===== config.mk =====
export PLATFORM = sky130hd
export DESIGN_NAME = bullet_fire_arbiter
export DESIGN_NICKNAME = d
export VERILOG_FILES = /design/src/rtl/tank_game_pkg.sv /design/src/rtl/fire_cooldown_ctr.sv /design/src/rtl/bullet_fire_arbiter.sv
export SDC_FILE = /design/constraint.sdc
export NUM_CORES = 1
export LEC_CHECK = 0
export BUFFER_PORTS_ARGS = -buffer_cell sky130_fd_sc_hd__buf_2
export CAP_MARGIN = 0
export CORE_UTILIZATION = 52
export DETAILED_ROUTE_END_ITERATION = 12
export HOLD_SLACK_MARGIN = 0.02
export PLACE_DENSITY_LB_ADDON = 0.15
export SKIP_CTS_REPAIR_TIMING = 1
export SLEW_MARGIN = 20
export SYNTH_ARGS = -nofsm -noshare
export SYNTH_HDL_FRONTEND = slang
export SYNTH_SLANG_ARGS = --single-unit

===== constraint.sdc =====
create_clock -name Clk -period 5.9 [get_ports Clk]
set_input_delay 0.295 -clock Clk [delete_from_list [all_inputs] [get_ports Clk]]
set_output_delay 0.295 -clock Clk [all_outputs]
set_load 0.05 [all_outputs]

===== src/rtl/tank_game_pkg.sv =====
// Shared types and constants for the tank game bullet logic.
package tank_game_pkg;

    localparam int unsigned COORD_W = 10;

    typedef enum logic {
        OWNER_L = 1'b0,
        OWNER_R = 1'b1
    } owner_e;

    typedef enum logic [1:0] {
        IDLE,
        GRANT,
        LOAD
    } arb_state_e;

endpackage


===== src/rtl/fire_cooldown_ctr.sv =====
// Per-player fire cooldown: reloads to COOLDOWN_FRAMES, counts frames down to 0.
// COOLDOWN_FRAMES must be at least 1.
module fire_cooldown_ctr #(
    parameter int unsigned COOLDOWN_FRAMES = 30
) (
    input  logic Clk,
    input  logic Reset,
    input  logic reload,
    input  logic frame_tick,
    output logic active
);

    localparam int unsigned CW = $clog2(COOLDOWN_FRAMES + 1);

    logic [CW-1:0] cnt_q;

    // Reload wins over a same-cycle frame tick; the count saturates at zero.
    always_ff @(posedge Clk) begin
        if (!Reset) begin
            cnt_q <= '0;
        end else if (reload) begin
            cnt_q <= CW'(COOLDOWN_FRAMES);
        end else if (frame_tick && (cnt_q != '0)) begin
            cnt_q <= cnt_q - 1'b1;
        end
    end

    assign active = (cnt_q != '0);

endmodule


===== src/rtl/bullet_fire_arbiter.sv =====
// Arbitrates left/right turret fire requests onto the shared bullet slots.
// Applies per-player cooldown and live-bullet cap, round-robin on ties, and
// loads a snapshot of the winner's launch position/motion over valid/ready.
// Optional auto-fire: define BULLET_AUTOFIRE_EN to let a held fire key re-arm
// the request when that player's cooldown expires.
module bullet_fire_arbiter
    import tank_game_pkg::*;
#(
    parameter int unsigned NUM_SLOTS       = 4,
    parameter int unsigned COOLDOWN_FRAMES = 30,
    parameter int unsigned MAX_PER_PLAYER  = 2,
    localparam int unsigned SLOT_W         = $clog2(NUM_SLOTS)
) (
    input  logic                 Clk,
    input  logic                 Reset,
    input  logic                 frame_tick,
    input  logic                 fire_req_l,
    input  logic                 fire_req_r,
    input  logic [COORD_W-1:0]   l_pos_x,
    input  logic [COORD_W-1:0]   l_pos_y,
    input  logic [COORD_W-1:0]   l_motion_x,
    input  logic [COORD_W-1:0]   l_motion_y,
    input  logic [COORD_W-1:0]   r_pos_x,
    input  logic [COORD_W-1:0]   r_pos_y,
    input  logic [COORD_W-1:0]   r_motion_x,
    input  logic [COORD_W-1:0]   r_motion_y,
    input  logic [NUM_SLOTS-1:0] slot_retire,
    input  logic                 load_ready,
    output logic                 load_valid,
    output logic [SLOT_W-1:0]    load_slot,
    output logic                 load_owner,
    output logic [COORD_W-1:0]   load_pos_x,
    output logic [COORD_W-1:0]   load_pos_y,
    output logic [COORD_W-1:0]   load_motion_x,
    output logic [COORD_W-1:0]   load_motion_y,
    output logic [NUM_SLOTS-1:0] slot_busy,
    output logic                 cooldown_l,
    output logic                 cooldown_r
);

    localparam int unsigned CNT_W = $clog2(MAX_PER_PLAYER + 1);

    arb_state_e          state_q;
    logic                rr_favour_r_q;   // 1: right wins the next tie
    logic                fire_l_q, fire_r_q;
    logic                pending_l_q, pending_r_q;
    logic [CNT_W-1:0]    count_l_q, count_r_q;
    logic [NUM_SLOTS-1:0] slot_owner_q;   // 1: slot belongs to right player

    logic                handshake;
    logic                any_free;
    logic                elig_l, elig_r;
    logic                win_r;
    owner_e              win_owner;
    logic [SLOT_W-1:0]   free_idx;
    logic [NUM_SLOTS-1:0] ret_hit;
    int unsigned         dec_l, dec_r;
    logic                auto_l, auto_r;

    logic                pending_l_d, pending_r_d;
    logic [CNT_W-1:0]    count_l_d, count_r_d;
    logic [NUM_SLOTS-1:0] busy_d, slot_owner_d;

    fire_cooldown_ctr #(
        .COOLDOWN_FRAMES (COOLDOWN_FRAMES)
    ) u_cooldown_l (
        .Clk        (Clk),
        .Reset      (Reset),
        .reload     (handshake && (load_owner == OWNER_L)),
        .frame_tick (frame_tick),
        .active     (cooldown_l)
    );

    fire_cooldown_ctr #(
        .COOLDOWN_FRAMES (COOLDOWN_FRAMES)
    ) u_cooldown_r (
        .Clk        (Clk),
        .Reset      (Reset),
        .reload     (handshake && (load_owner == OWNER_R)),
        .frame_tick (frame_tick),
        .active     (cooldown_r)
    );

`ifdef BULLET_AUTOFIRE_EN
    logic cd_l_prev_q, cd_r_prev_q;

    // Remember last cycle's cooldown so its expiry can re-arm a held key.
    always_ff @(posedge Clk) begin
        if (!Reset) begin
            cd_l_prev_q <= 1'b0;
            cd_r_prev_q <= 1'b0;
        end else begin
            cd_l_prev_q <= cooldown_l;
            cd_r_prev_q <= cooldown_r;
        end
    end

    assign auto_l = fire_req_l && cd_l_prev_q && !cooldown_l;
    assign auto_r = fire_req_r && cd_r_prev_q && !cooldown_r;
`else
    assign auto_l = 1'b0;
    assign auto_r = 1'b0;
`endif

    assign handshake = (state_q == LOAD) && load_ready;
    assign any_free  = |(~slot_busy);
    assign elig_l    = pending_l_q && !cooldown_l &&
                       (count_l_q < CNT_W'(MAX_PER_PLAYER)) && any_free;
    assign elig_r    = pending_r_q && !cooldown_r &&
                       (count_r_q < CNT_W'(MAX_PER_PLAYER)) && any_free;
    assign win_r     = elig_r && (!elig_l || rr_favour_r_q);
    assign win_owner = win_r ? OWNER_R : OWNER_L;
    assign ret_hit   = slot_retire & slot_busy;

    // Lowest-index free slot and per-owner retire tallies.
    always_comb begin
        free_idx = '0;
        for (int i = NUM_SLOTS - 1; i >= 0; i--) begin
            if (!slot_busy[i]) free_idx = SLOT_W'(i);
        end
        dec_l = 0;
        dec_r = 0;
        for (int i = 0; i < NUM_SLOTS; i++) begin
            if (ret_hit[i]) begin
                if (slot_owner_q[i]) dec_r++;
                else                 dec_l++;
            end
        end
    end

    // Next-state for pending flags, slot occupancy and per-player counts.
    always_comb begin
        pending_l_d = pending_l_q;
        pending_r_d = pending_r_q;
        if ((fire_req_l && !fire_l_q && !cooldown_l) || auto_l) pending_l_d = 1'b1;
        if ((fire_req_r && !fire_r_q && !cooldown_r) || auto_r) pending_r_d = 1'b1;

        busy_d       = slot_busy & ~ret_hit;
        slot_owner_d = slot_owner_q;
        count_l_d    = CNT_W'(32'(count_l_q) - dec_l);
        count_r_d    = CNT_W'(32'(count_r_q) - dec_r);

        if (handshake) begin
            busy_d[load_slot]       = 1'b1;
            slot_owner_d[load_slot] = load_owner;
            if (load_owner == OWNER_R) begin
                pending_r_d = 1'b0;
                count_r_d   = CNT_W'(32'(count_r_q) + 1 - dec_r);
            end else begin
                pending_l_d = 1'b0;
                count_l_d   = CNT_W'(32'(count_l_q) + 1 - dec_l);
            end
        end
    end

    // Bookkeeping registers.
    always_ff @(posedge Clk) begin
        if (!Reset) begin
            fire_l_q     <= 1'b0;
            fire_r_q     <= 1'b0;
            pending_l_q  <= 1'b0;
            pending_r_q  <= 1'b0;
            count_l_q    <= '0;
            count_r_q    <= '0;
            slot_busy    <= '0;
            slot_owner_q <= '0;
        end else begin
            fire_l_q     <= fire_req_l;
            fire_r_q     <= fire_req_r;
            pending_l_q  <= pending_l_d;
            pending_r_q  <= pending_r_d;
            count_l_q    <= count_l_d;
            count_r_q    <= count_r_d;
            slot_busy    <= busy_d;
            slot_owner_q <= slot_owner_d;
        end
    end

    // Grant FSM with registered load payload, held stable until accepted.
    always_ff @(posedge Clk) begin
        if (!Reset) begin
            state_q       <= IDLE;
            rr_favour_r_q <= 1'b0;
            load_valid    <= 1'b0;
            load_slot     <= '0;
            load_owner    <= 1'b0;
            load_pos_x    <= '0;
            load_pos_y    <= '0;
            load_motion_x <= '0;
            load_motion_y <= '0;
        end else begin
            unique case (state_q)
                IDLE: begin
                    if (elig_l || elig_r) state_q <= GRANT;
                end
                GRANT: begin
                    if (elig_l || elig_r) begin
                        load_valid    <= 1'b1;
                        load_slot     <= free_idx;
                        load_owner    <= win_owner;
                        load_pos_x    <= win_r ? r_pos_x    : l_pos_x;
                        load_pos_y    <= win_r ? r_pos_y    : l_pos_y;
                        load_motion_x <= win_r ? r_motion_x : l_motion_x;
                        load_motion_y <= win_r ? r_motion_y : l_motion_y;
                        state_q       <= LOAD;
                    end else begin
                        state_q <= IDLE;
                    end
                end
                LOAD: begin
                    if (load_ready) begin
                        load_valid    <= 1'b0;
                        rr_favour_r_q <= (load_owner == OWNER_L);
                        state_q       <= IDLE;
                    end
                end
                default: state_q <= IDLE;
            endcase
        end
    end

endmodule


==> out/results.tsv <==
metric	value	unit
status	finished, final reports clean	
final-setup-viol-count	0	
fin_setup_tns	0	ns
yosysWarnings	0	
cp-end-kind	register	
cts_sinks	73	
cts_root_buf	clkbuf_8	
hp-class	in2reg	
r2r_end	load_pos_y[0]	
dieArea	6990	sq um
htreeDepth	3	
antenna_found_initial	0	
fin_crit_sh	40.9	%
wl_per_cell	13.9	um
fin_cells	619	
synth_edf_count	0	
slowest_delay	0.61	ns
syn_nets	510	
final_net_count	635	
wl	8.63	mm
tightest_slew	1.09	ns
p_per_area	386	nW/um^2
drtIter0Drc	120	
power.share.combinational	33.5	%
r2r-start	u_cooldown_l.cnt_q[0]	
fin_skew	0.0100	ns
worstPathMaxFanout	45	
crit_family	simple AND/OR/NAND/NOR gates	
crit_path_start_kind	register	
final_hold_viol_count	0	
intPower	1.07	mW
drv_cap	0	
placed_cells	603	
p_clk_share	31.3	%
vias_per_cell	5.37	
post_synth_inst_count	412	
numCtsBuffers	9	
critPathKind	reg2reg	
grt_overflow	0	
ant_nets	0	
start_util	54.2	%
synth-seq-area-share	42.2	%
whs_path_depth	2	
dr.pass1.iters	4	
drcViolationCount	0	
synth_flop_cell	dfxtp_1	
p_leak	2.13	nW
fin_crit	2.41	ns
slowest_stage	or4b_1	
switchingPower	611	uW
die_x	83.6	um
cts_tree	yes	
cp.required	6.17	ns
drive_above_1_share	30.4	%
grt_usage	25.3	%
worstPathCellList	inv_1, ha_1, or4b_1, o2bb2ai_4, and3_4, o21ai_0, a31oi_2	
clock_path_buffers	2	
dp_hpwl	5.90	mm
swShare	36.3	%
ios	140	
arrival	2.68	ns
chipHeight	83.6	um
irDropWorstVdd	0.283	mV
max_freq	414	MHz
synth_cell_types	45	
area_growth	26.1	%
synth_area	3460	sq um
port_buffers	139	
r2r_cells	7	
ys_async_sr_fraction	0	%
rsz0062_at_grt	no	
antennaDiodeCount	0	
grt_first_pass_wirelength	14.4	mm
finalMaxSlewViolations	0	
grt_pass1_vias	3220	
slew_headroom	27.6	%
min_to	fire_r_q	
gp_congestion	0.781	
worst-path-buf-inv	1	
synth_seq_cells	73	
pwr-share-seq	35.3	%
fp-row-count	29	
clk-insertion-delay-late	0.34	ns
final_core_util	68.3	%
grt_max_degree	72	
r2r_setup_slack	3.49	ns
dr_total_vias	3325	
coreArea	6390	sq um
hold_path_startpoint	fire_req_r	
clk_pin_slew	0.07	ns
synth_area_per_cell	8.40	sq um
## power groups by stage
| stage | Sequential, mW | Combinational, mW | Clock [mW] |
|---|---|---|---|
| finish | 0.595 | 0.564 | 0.527 |
| global route | 0.602 | 0.616 | 0.560 |
| CTS | 0.594 | 0.568 | 0.536 |
| detailed placement | 0.604 | 0.566 | 0 |
| global placement | 0.603 | 0.555 | 0 |
| floorplan | 0.722 | 0.338 | 0 |
## logic make-up after synthesis
family          after synthesis  share of synthesized area [%]
fa+ha+maj                    10                           3.47
simple gates                117                           17.4
compound gates              146                           23.3
xor+xnor                     17                           4.30
mux                           7                           2.02
buf+inv                      42                           7.26
flops                        73                           42.2
## state kept, by name, summed over array words and instances, names as in the netlist
signal,count
load_pos_y,10
load_motion_y,10
state_q,2
count_r_q,2
count_l_q,2
slot_busy,4
load_owner,1
load_slot,2
load_pos_x,10
load_motion_x,10
fire_l_q,1
load_valid,1
rr_favour_r_q,1
pending_r_q,1
fire_r_q,1
u_cooldown_r.cnt_q,5
slot_owner_q,4
u_cooldown_l.cnt_q,5
pending_l_q,1
## metal layers
metal,wire (um),share of wire [%],up-vias,global-route usage [%]
met5,0,0,-,0
met4,181,2.1,0,10.2
met3,508,5.9,17,6.53
met2,4260,49,92,42.9
met1,3680,43,1554,30.4
li1,-,-,1662,-
## synth_stat cells (2+ instances only)
| cell | n | area (sq um) |
|---|---|---|
| nand2b_1 | 3 | 18.8 |
| nor2_1 | 10 | 37.5 |
| o21a_1 | 6 | 45.0 |
| nor2b_1 | 7 | 43.8 |
| maj3_1 | 2 | 20.0 |
| nor3_1 | 2 | 10.0 |
| buf_2 | 5 | 25.0 |
| o21ai_0 | 7 | 35.0 |
| buf_8 | 4 | 60.1 |
| nor3b_1 | 3 | 22.5 |
| nand3_1 | 10 | 50.1 |
| nand2_1 | 58 | 218 |
| nand3b_1 | 3 | 22.5 |
| inv_1 | 13 | 48.8 |
| xnor2_1 | 11 | 96.3 |
| nor3_2 | 2 | 20.0 |
| dfxtp_1 | 73 | 1460 |
| a21boi_1 | 2 | 15.0 |
| a21oi_1 | 80 | 400 |
| ha_1 | 8 | 100 |
| clkbuf_1 | 13 | 48.8 |
| buf_4 | 5 | 37.5 |
| xor2_1 | 6 | 52.6 |
| a31oi_1 | 3 | 18.8 |
| mux2i_1 | 7 | 70.1 |
| a21boi_0 | 9 | 67.6 |
| o21ai_1 | 37 | 185 |
| and2_1 | 6 | 37.5 |
## how the worst max path moves through the flow
stage	startpoint	to	slack [ns]	cells past startpoint
after floorplan	slot_busy[0]	count_l_q[1]	3.55	10
after global placement	u_cooldown_l.cnt_q[0]	load_pos_y[0]	3.57	8
after detailed placement	u_cooldown_l.cnt_q[0]	load_pos_y[0]	3.51	7
after CTS	u_cooldown_l.cnt_q[0]	load_pos_y[0]	3.48	7
after global routing	u_cooldown_l.cnt_q[0]	load_pos_y[0]	3.34	8
final	u_cooldown_l.cnt_q[0]	load_pos_y[0]	3.49	7
## cell type report
cell class                      instances  area [sq um]
Multi-Input combinational cell        297          1760
Clock buffer                           11           151
Timing Repair Buffer                  143           726
Fill cell                             564          2020
Sequential cell                        73          1460
Inverter                               13          48.8
Tap cell                               77          96.3
Clock inverter                          5           125
## placed cells by master, fill, tap and decap left out, types with 4 or more instances in the layout
master / synthesis / routed
and2_1: 6 / 6
a21oi_1: 80 / 80
dfxtp_1: 73 / 73
buf_4: 5 / 4
nand3_1: 10 / 10
nor2b_1: 7 / 7
a21boi_0: 9 / 9
buf_2: 5 / 139
xor2_1: 6 / 6
ha_1: 8 / 8
clkbuf_8: 0 / 11
o21a_1: 6 / 6
o21ai_0: 7 / 7
inv_1: 13 / 13
o21ai_1: 37 / 37
bufinv_16: 0 / 4
nor2_1: 10 / 10
mux2i_1: 7 / 7
nand2_1: 58 / 58
xnor2_1: 11 / 11
## stage by stage
stage / hold WS, ns / instance area [sq um] / setup slack [ns] / power, mW
after global placement: 0.454 / 4090 / 3.57 / 1.16
after CTS: 0.171 / 4360 / 3.48 / 1.70
after floorplan: 0.422 / 3460 / 3.55 / 1.06
after global routing: 0.174 / 4360 / 3.34 / 1.78
final: 0.181 / 4360 / 3.49 / 1.69
after detailed placement: 0.464 / 4090 / 3.51 / 1.17
## worst register-to-register path, delay by kind of cell, from the launching register on
| family | cells | cell delay [ns] |
|---|---|---|
| simple gates | 2 | 1.15 |
| flops | 1 | 0.31 |
| compound gates | 3 | 0.58 |
| fa+ha+maj | 1 | 0.20 |
| buf+inv | 1 | 0.09 |
Power figures use the tool's default switching activity.
